$ cat src/rtl/mul_seq_pkg.sv
// Shared types and constants for the digit-serial multiply sequencer.
// Operands are processed as base-4 digits fed one pair at a time to a 2x2 cell.
package mul_seq_pkg;

    localparam int DIGIT_W = 2;

    typedef enum logic [1:0] {
        IDLE = 2'd0,
        RUN  = 2'd1,
        DONE = 2'd2
    } state_t;

    function automatic int digit_count(input int width);
        return width / DIGIT_W;
    endfunction

endpackage

$ cat src/rtl/mul2x2_cell.sv
// Combinational 2x2-bit unsigned array multiplier: four AND partial products
// reduced by two half adders.
module mul2x2_cell (
    input  logic [1:0] a,
    input  logic [1:0] b,
    output logic [3:0] p
);

    logic pp00, pp01, pp10, pp11;
    logic s1, c1;

    assign pp00 = a[0] & b[0];
    assign pp01 = a[1] & b[0];
    assign pp10 = a[0] & b[1];
    assign pp11 = a[1] & b[1];

    // Column 1 half adder; its carry feeds the column 2 half adder.
    assign s1 = pp01 ^ pp10;
    assign c1 = pp01 & pp10;

    assign p[0] = pp00;
    assign p[1] = s1;
    assign p[2] = pp11 ^ c1;
    assign p[3] = pp11 & c1;

endmodule

$ cat src/rtl/mul_seq_ctrl.sv
// Multi-cycle WIDTHxWIDTH unsigned multiplier that walks every digit pair of
// the latched operands through one shared 2x2 cell, shift-accumulating into p.
module mul_seq_ctrl
    import mul_seq_pkg::*;
#(
    parameter int WIDTH = 4
) (
    input  logic               clk,
    input  logic               rst_n,
    input  logic               start,
    input  logic               abort,
    input  logic [WIDTH-1:0]   a,
    input  logic [WIDTH-1:0]   b,
    output logic               busy,
    output logic               done,
    output logic [2*WIDTH-1:0] p
);

    localparam int DIGITS = digit_count(WIDTH);
    localparam int IW     = (DIGITS > 1) ? $clog2(DIGITS) : 1;
    localparam int PW     = 2 * WIDTH;

    if ((WIDTH % DIGIT_W) != 0 || WIDTH < 2 || WIDTH > 16) begin : g_bad_width
        $error("mul_seq_ctrl: WIDTH must be even and within 2..16");
    end

    state_t          state, state_nxt;
    logic [WIDTH-1:0] a_r, b_r;
    logic [PW-1:0]    acc;
    logic [IW-1:0]    i, j;

    logic             load, step, fin, cancel;
    logic             j_last, last;
    logic [1:0]       a_dig, b_dig;
    logic [3:0]       pp;
    logic [IW:0]      ij;
    logic [PW-1:0]    pp_sh, acc_sum;

    // Digit selection and placement of the current partial product.
    assign a_dig   = a_r[DIGIT_W*i +: DIGIT_W];
    assign b_dig   = b_r[DIGIT_W*j +: DIGIT_W];
    assign ij      = {1'b0, i} + {1'b0, j};
    assign pp_sh   = PW'(pp) << {ij, 1'b0};
    assign acc_sum = acc + pp_sh;

    assign j_last  = (j == IW'(DIGITS - 1));
    assign last    = j_last && (i == IW'(DIGITS - 1));

    mul2x2_cell u_cell (
        .a (a_dig),
        .b (b_dig),
        .p (pp)
    );

    always_ff @(posedge clk or negedge rst_n) begin
        if (!rst_n) state <= IDLE;
        else        state <= state_nxt;
    end

    always_comb begin
        state_nxt = state;
        load      = 1'b0;
        step      = 1'b0;
        fin       = 1'b0;
        cancel    = 1'b0;
        unique case (state)
            IDLE: begin
                // start wins over a simultaneous abort here
                if (start) begin
                    state_nxt = RUN;
                    load      = 1'b1;
                end
            end
            RUN: begin
                if (abort) begin
                    state_nxt = IDLE;
                    cancel    = 1'b1;
                end else begin
                    step = 1'b1;
                    if (last) begin
                        fin       = 1'b1;
                        state_nxt = DONE;
                    end
                end
            end
            DONE:    state_nxt = IDLE;
            default: state_nxt = IDLE;
        endcase
    end

    always_ff @(posedge clk or negedge rst_n) begin
        if (!rst_n) begin
            a_r <= '0;
            b_r <= '0;
            acc <= '0;
            i   <= '0;
            j   <= '0;
            p   <= '0;
        end else begin
            if (load) begin
                a_r <= a;
                b_r <= b;
                acc <= '0;
                i   <= '0;
                j   <= '0;
            end else if (cancel) begin
                i <= '0;
                j <= '0;
            end else if (step) begin
                acc <= acc_sum;
                if (fin) begin
                    // final pair bypasses acc so p is valid while done is high
                    p <= acc_sum;
                    i <= '0;
                    j <= '0;
                end else if (j_last) begin
                    j <= '0;
                    i <= i + 1'b1;
                end else begin
                    j <= j + 1'b1;
                end
            end
        end
    end

    assign busy = (state == RUN);
    assign done = (state == DONE);

endmodule
$ cat config.mk
export PLATFORM = sky130hd
export DESIGN_NAME = mul_seq_ctrl
export DESIGN_NICKNAME = d
export VERILOG_FILES = /design/src/rtl/mul_seq_pkg.sv /design/src/rtl/mul2x2_cell.sv /design/src/rtl/mul_seq_ctrl.sv
export SDC_FILE = /design/constraint.sdc
export NUM_CORES = 1
export LEC_CHECK = 0
export ABC_AREA = 1
export CAP_MARGIN = 10
export CORE_MARGIN = 3
export CORE_UTILIZATION = 46
export CTS_BUF_LIST = sky130_fd_sc_hd__clkbuf_2
export CTS_CLUSTER_SIZE = 30
export DETAILED_ROUTE_END_ITERATION = 12
export GPL_ROUTABILITY_DRIVEN = 0
export PLACE_DENSITY = 0.67
export SLEW_MARGIN = 20
export SYNTH_ARGS = -nofsm -noshare
export SYNTH_HDL_FRONTEND = slang
export SYNTH_SLANG_ARGS = --single-unit
$ cat constraint.sdc
create_clock -name clk -period 4.4 [get_ports clk]
set_input_delay 0.66 -clock clk [delete_from_list [all_inputs] [get_ports clk]]
set_output_delay 0.66 -clock clk [all_outputs]
set_load 0.02 [all_outputs]
==> results.json <==
{
  "first_global_vias": 1238,
  "slew_headroom_pct": 76.10,
  "yosysTopAreaCellShare_pct": 40.91,
  "ys_async_sr_fraction_pct": 100.0,
  "grt_max_degree": 29,
  "initial_utilization_pct": 49.39,
  "final.setup.tns_ns": 0,
  "final_nets": 270,
  "cts.sinks": 28,
  "max-vdd-ir-drop_v": 0.0002985,
  "postRouteAntennaNets": 0,
  "worstHoldPathCells": 2,
  "cts_setup_buffers": 0,
  "core_sq_um": 3468,
  "powerDensity_nw_per_um2": 620.6,
  "cts_resized": 0,
  "drt_iter0_drc": 68,
  "drive_gt1_share_pct": 8.943,
  "die_area_sq_um": 4492,
  "track_usage_pct": 17.21,
  "leakagePower_nw": 1.102,
  "postCtsHoldBufs": 0,
  "num_vias": 1398,
  "die_h_um": 67.02,
  "hold_start": "p[5]$_DFFE_PN0P_",
  "skew_ns": 0.02345,
  "finalCritPeriodShare_pct": 58.64,
  "critPathMaxStageDelay_ns": 0.50,
  "critPathBufInv": 0,
  "wl_per_cell_um": 11.50,
  "avgSynthCellArea_sq_um": 7.681,
  "wl_um": 3357,
  "cts_buffers": 3,
  "final_cell_mix": "nand2_1 (94), dfrtp_1 (28), clkdlybuf4s50_1 (21)",
  "clk_latency_ns": 0.38,
  "cp_top_family": "simple AND/OR/NAND/NOR gates",
  "fp-row-count": 21,
  "critPathKind": "reg2reg",
  "synth_seq_area_share_pct": 40.91,
  "final_common_cell": "nand2_1",
  "antenna_found_initial": 0,
  "synth_warnings": 0,
  "rr_worst_depth": 14,
  "worstPathArrival_ns": 2.87,
  "max_cap_viol_count": 0,
  "setup_viol": 0,
  "rsz0062_at_grt": "false",
  "syn-instance-count": 223,
  "reg2reg_slack_ns": 1.82,
  "ioPinCount": 22,
  "syn-num-nets": 246,
  "cts_tree": "built",
  "critPathLaunchType": "flop",
  "clk_path_buf_depth": 2,
  "n_antenna_cell": 0,
  "dr.pass1.iters": 4,
  "fillers": 334,
  "yosysTopAreaCell": "dfrtp_1",
  "path_cells": "mux2i_1, nor2_1, ha_1, ha_1, o21ai_1, nor2_1, ha_1, or2_1, nand2_1, nor2_1, nor2_1, nand2_1, nand3_1, nand2_1",
  "area_growth_pct": 17.09,
  "synth-seq-cells": 28,
  "ys_top_cells_by_area": "dfrtp_1 (41%), nand2_1 (21%), ha_1 (7.3%)",
  "status": "finished, final reports clean",
  "tightest_slew_ns": 0.3585,
  "drc": 0,
  "syn_area_sq_um": 1713,
  "period_needed_ns": 2.580,
  "die_w_um": 67.02,
  "gr-total-overflow": 0,
  "crit_path_frequent_cell": "nor2_1",
  "hold_class": "reg2reg",
  "required_ns": 4.69,
  "io_buffers": 21,
  "ys.flop_type": "dfrtp_1",
  "critPathSlowestCell": "dfrtp_1",
  "whs_endpoint": "p[5]$_DFFE_PN0P_",
  "synth_edf_count": 0,
  "endpoint_kind": "flop",
  "routed_via_density": 4.788,
  "hpwl_um": 2541,
  "slew_violations": 0,
  "cts_max_level": 1,
  "r2r_start": "i$_DFFE_PN0P_",
  "hold_viol_final": 0,
  "cts_root_buffer": "clkbuf_2",
  "critical_path.max_fanout": 6,
  "clkTransAtPathRegs_ns": 0.25,
  "whs_ns": 0.5161,
  "rr_endpoint": "p[7]$_DFFE_PN0P_",
  "synth.distinct_cells": 28,
  "clock.fmax_mhz": 387.6,
  "grt_pass1_wl_um": 5851
}
[synth_stat cells, types with 3 or more instances]
cell type  count
nand3b_1       4
o21ai_1        4
nand3_1       12
nor2_1        16
inv_2          6
nand2_1       94
o21ai_0        3
inv_1         17
dfrtp_1       28
ha_1          10
a21oi_1        4
nor2_4         3
[final cells by class]
type,instances,area [sq um],share of cell area [%]
Clock buffer,3,15.01,0.7486
Clock inverter,1,30.03,1.497
Inverter,23,86.33,4.304
Multi-Input combinational cell,169,898.4,44.79
Sequential cell,28,700.7,34.93
Tap cell,46,57.56,2.870
Timing Repair Buffer,22,217.7,10.85
[worst register-to-register path: stages (launching register included)]
cell,delay (ns)
dfrtp_1,0.50
mux2i_1,0.26
nor2_1,0.07
ha_1,0.20
ha_1,0.28
o21ai_1,0.16
nor2_1,0.06
ha_1,0.32
or2_1,0.25
nand2_1,0.11
nor2_1,0.05
nor2_1,0.08
nand2_1,0.07
nand3_1,0.07
nand2_1,0.05
[logic make-up after synthesis]
kind of cell / after synthesis / share of synthesized area (%)
AOI/OAI and AO/OA: 16 / 5.625
xor gates and xnor gates: 2 / 1.023
adders and majority gates: 11 / 8.473
buffers and inverters: 26 / 6.647
DFF: 28 / 40.91
muxes: 2 / 1.169
and+or+nand+nor: 138 / 36.16
[power by group]
part | internal [mW] | leakage, nW | switching (mW)
logic | 0.266 | 0.708 | 0.409
registers | 0.348 | 0.368 | 0.0648
clock network | 0.0782 | 0.0266 | 0.0786
[metrics by stage]
step                      cell area [sq um]  cells  util [%]  setup WS (ns)  power [mW]
final                                  2006    292     57.83          1.820       1.245
after global routing                   2006    292     57.83          1.559       1.374
after global placement                 1961    288     56.53          1.906       1.090
after detailed placement               1961    288     56.53          1.827       1.094
after CTS                              2006    292     57.83          1.796       1.258
after floorplan                        1713    223         -          2.024      0.9194
[layer usage]
layer / share of wire, % / GRT usage (%) / vias up
met5: 0 / 0 / -
met4: 0.71 / 3.038 / 0
met3: 4.3 / 3.541 / 2
met2: 44 / 26.13 / 24
met1: 51 / 25.24 / 625
li1: - / - / 747
[worst max-delay path by stage]
| stage | startpoint | to | slack (ns) | depth (start not counted) |
|---|---|---|---|---|
| final | i$_DFFE_PN0P_ | p[7]$_DFFE_PN0P_ | 1.82 | 14 |
| after global routing | j$_DFFE_PN0P_ | acc[7]$_DFFE_PN0P_ | 1.56 | 18 |
| after CTS | i$_DFFE_PN0P_ | p[7]$_DFFE_PN0P_ | 1.80 | 14 |
| after detailed placement | i$_DFFE_PN0P_ | p[7]$_DFFE_PN0P_ | 1.83 | 14 |
| after global placement | i$_DFFE_PN0P_ | acc[7]$_DFFE_PN0P_ | 1.91 | 14 |
| after floorplan | i$_DFFE_PN0P_ | p[7]$_DFFE_PN0P_ | 2.02 | 14 |
[sequential cells by signal, summed over array words and instances, names as in the netlist]
| name | cells |
|---|---|
| acc | 8 |
| p | 8 |
| a_r | 4 |
| b_r | 4 |
| state | 2 |
| i | 1 |
| j | 1 |
No activity file was read; power rests on OpenSTA's default activity.
==> RTL change (same flow settings) <==
The 3 states of `state_t` get a one-hot encoding in 3 bits.
--- a/src/rtl/mul_seq_pkg.sv
+++ b/src/rtl/mul_seq_pkg.sv
@@ -6,6 +6,6 @@
 
-    typedef enum logic [1:0] {
-        IDLE = 2'd0,
-        RUN  = 2'd1,
-        DONE = 2'd2
+    typedef enum logic [2:0] {
+        IDLE = 3'b001,
+        RUN  = 3'b010,
+        DONE = 3'b100
     } state_t;
Check against the original RTL: no difference found for any inputs over 10 cycles, from zero or initial values and one cycle with rst_n low; not proved beyond that.
==> RTL change against the unedited design <==
Setup slack worse by 0.30 ns; sequential cell count up 1; routed wire length shrank 3.5%; final area is 1.7% higher; clock skew fell by 0.014 ns; area after synthesis up 2.0%; power fell by 26%; maximum frequency is 10% lower; critical path depth rose by 1.
==> RTL change: results (changes against the unedited design) <==
| Metric | Value |
|---|---|
| Outcome | finished, final reports clean (unchanged) |
| Count of cell types in the netlist | 29 (was 28) |
| Top cells by count, synth | nand2_1, dfrtp_1, inv_1 (unchanged) |
| Initial drt markers | 32 (was 68) |
| Met1 global-route usage | 22.16% (was 25.24%) |
| GRT Resource Usage Total | 17.62% (was 17.21%) |
| Critical Path Source | j$_DFFE_PN0P_ (was i$_DFFE_PN0P_) |
| Worst Skew | 0.008982 ns (was 0.02345 ns) |
| Register area share after synthesis | 41.59% (was 40.91%) |
| Rel. slew slack | 76.21% (was 76.10%) |
| Met2 usage | 27.95% (was 26.13%) |
| Delay of the slowest critical-path stage | 0.44 ns (was 0.50 ns) |
| Grt met3 use | 4.493% (was 3.541%) |
| WL/cell | 10.98 um (was 11.50 um) |
| Post-synth net total | 245 (was 246) |
| Fill cells | 341 (was 334) |
| First-pass GRT wire length | 5940 um (was 5851 um) |
| Initial antenna violation count | 0 (unchanged) |
| Placed cell areas | 2001 um^2 (was 1961 um^2) |
| NumNets Final | 272 (was 270) |
| DR vias | 1,389 (was 1,398) |
| Pleak | 1.127 nW (was 1.102 nW) |
| Vias in the first global route | 1,375 (was 1,238) |
| Worst-case vdd ir drop | 345.3 uV (was 298.5 uV) |
| Layout cell share with drive strength beyond 1 | 9.639% (was 8.943%) |
| Critical path peak fanout | 4 (was 6) |
| Worst-Skew Late Latency | 0.34 ns (was 0.38 ns) |
| Clock transition at path regs | 0.14 ns (was 0.25 ns) |
| Largest net degree at the start of global routing | 30 (was 29) |
| Detailed placer's ending HPWL | 2457 um (was 2541 um) |
| Top cells by area, synth | dfrtp_1, nand2_1, ha_1, inv_1, nor2_1 (was dfrtp_1, nand2_1, ha_1, inv_1, nand3_1) |
| Hold_sp | p[7]$_DFFE_PN0P_ (was p[5]$_DFFE_PN0P_) |
| H-tree depth | 2 (was 1) |
-- RTL change: logic make-up after synthesis --
family	count (synthesis)	synth area share, %
and+or+nand+nor	127	33.00
muxes	2	1.145
adders and majority gates	12	9.019
xor gates and xnor gates	3	1.503
AOI/OAI and AO/OA	21	6.657
buffers and inverters	27	7.087
DFF	29	41.59
-- RTL change: final timing paths --
check                                  endpoint  slack [ns]  cells past startpoint
hold reg to reg                p[7]$_DFFE_PN0P_        0.49                      2
setup reg to reg             acc[7]$_DFFE_PN0P_        1.52                     15
setup / recovery             acc[7]$_DFFE_PN0P_        1.52                     15
min in group asynchronous    a_r[3]$_DFFE_PN0P_        0.67                      2
hold / removal                 p[7]$_DFFE_PN0P_        0.49                      2
max in group asynchronous  state[0]$_DFFE_PN1P_        3.42                      2
-- RTL change: layout make-up --
class	instances	area [um^2]	area share [%]
Multi-Input combinational cell	165	897.1	43.96
Sequential cell	29	726.9	35.62
Timing Repair Buffer	22	217.7	10.67
Inverter	25	101.3	4.966
Tap cell	46	57.56	2.820
Clock buffer	8	40.04	1.962
-- RTL change: per-layer routing --
metal | share of wire, % | vias up
li1 | - | 751
met1 | 52 | 612
met2 | 44 | 21
met3 | 3.2 | 5
met4 | 1.6 | 0
met5 | 0 | -
-- RTL change: critical path: cells and delay by family (launching register included) --
family | cells | cell delay (ns)
flip-flops | 1 | 0.44
AND/OR/NAND/NOR | 10 | 1.21
AO/OA/AOI/OAI | 2 | 0.34
adder cells (fa/ha/maj) | 3 | 0.81
-- RTL change: metrics by stage --
stage | hold slack [ns] | utilization, % | instances | setup WS, ns | power [mW]
2_1_floorplan | 0.3644 | - | 221 | 1.751 | 0.6965
3_3_place_gp | 0.4629 | 57.25 | 287 | 1.640 | 0.7875
3_5_place_dp | 0.4575 | 57.25 | 287 | 1.563 | 0.7894
4_1_cts | 0.4968 | 58.40 | 295 | 1.520 | 0.9260
5_1_grt | 0.5268 | 58.40 | 295 | 1.214 | 1.014
6_report | 0.4930 | 58.40 | 295 | 1.517 | 0.9180
-- RTL change: power groups by stage --
stage / clock network [mW] / logic (mW) / registers [mW]
6_report: 0.134 / 0.417 / 0.367
5_1_grt: 0.151 / 0.487 / 0.375
4_1_cts: 0.140 / 0.420 / 0.367
3_5_place_dp: 0 / 0.419 / 0.371
3_3_place_gp: 0 / 0.417 / 0.371
2_1_floorplan: 0 / 0.332 / 0.364
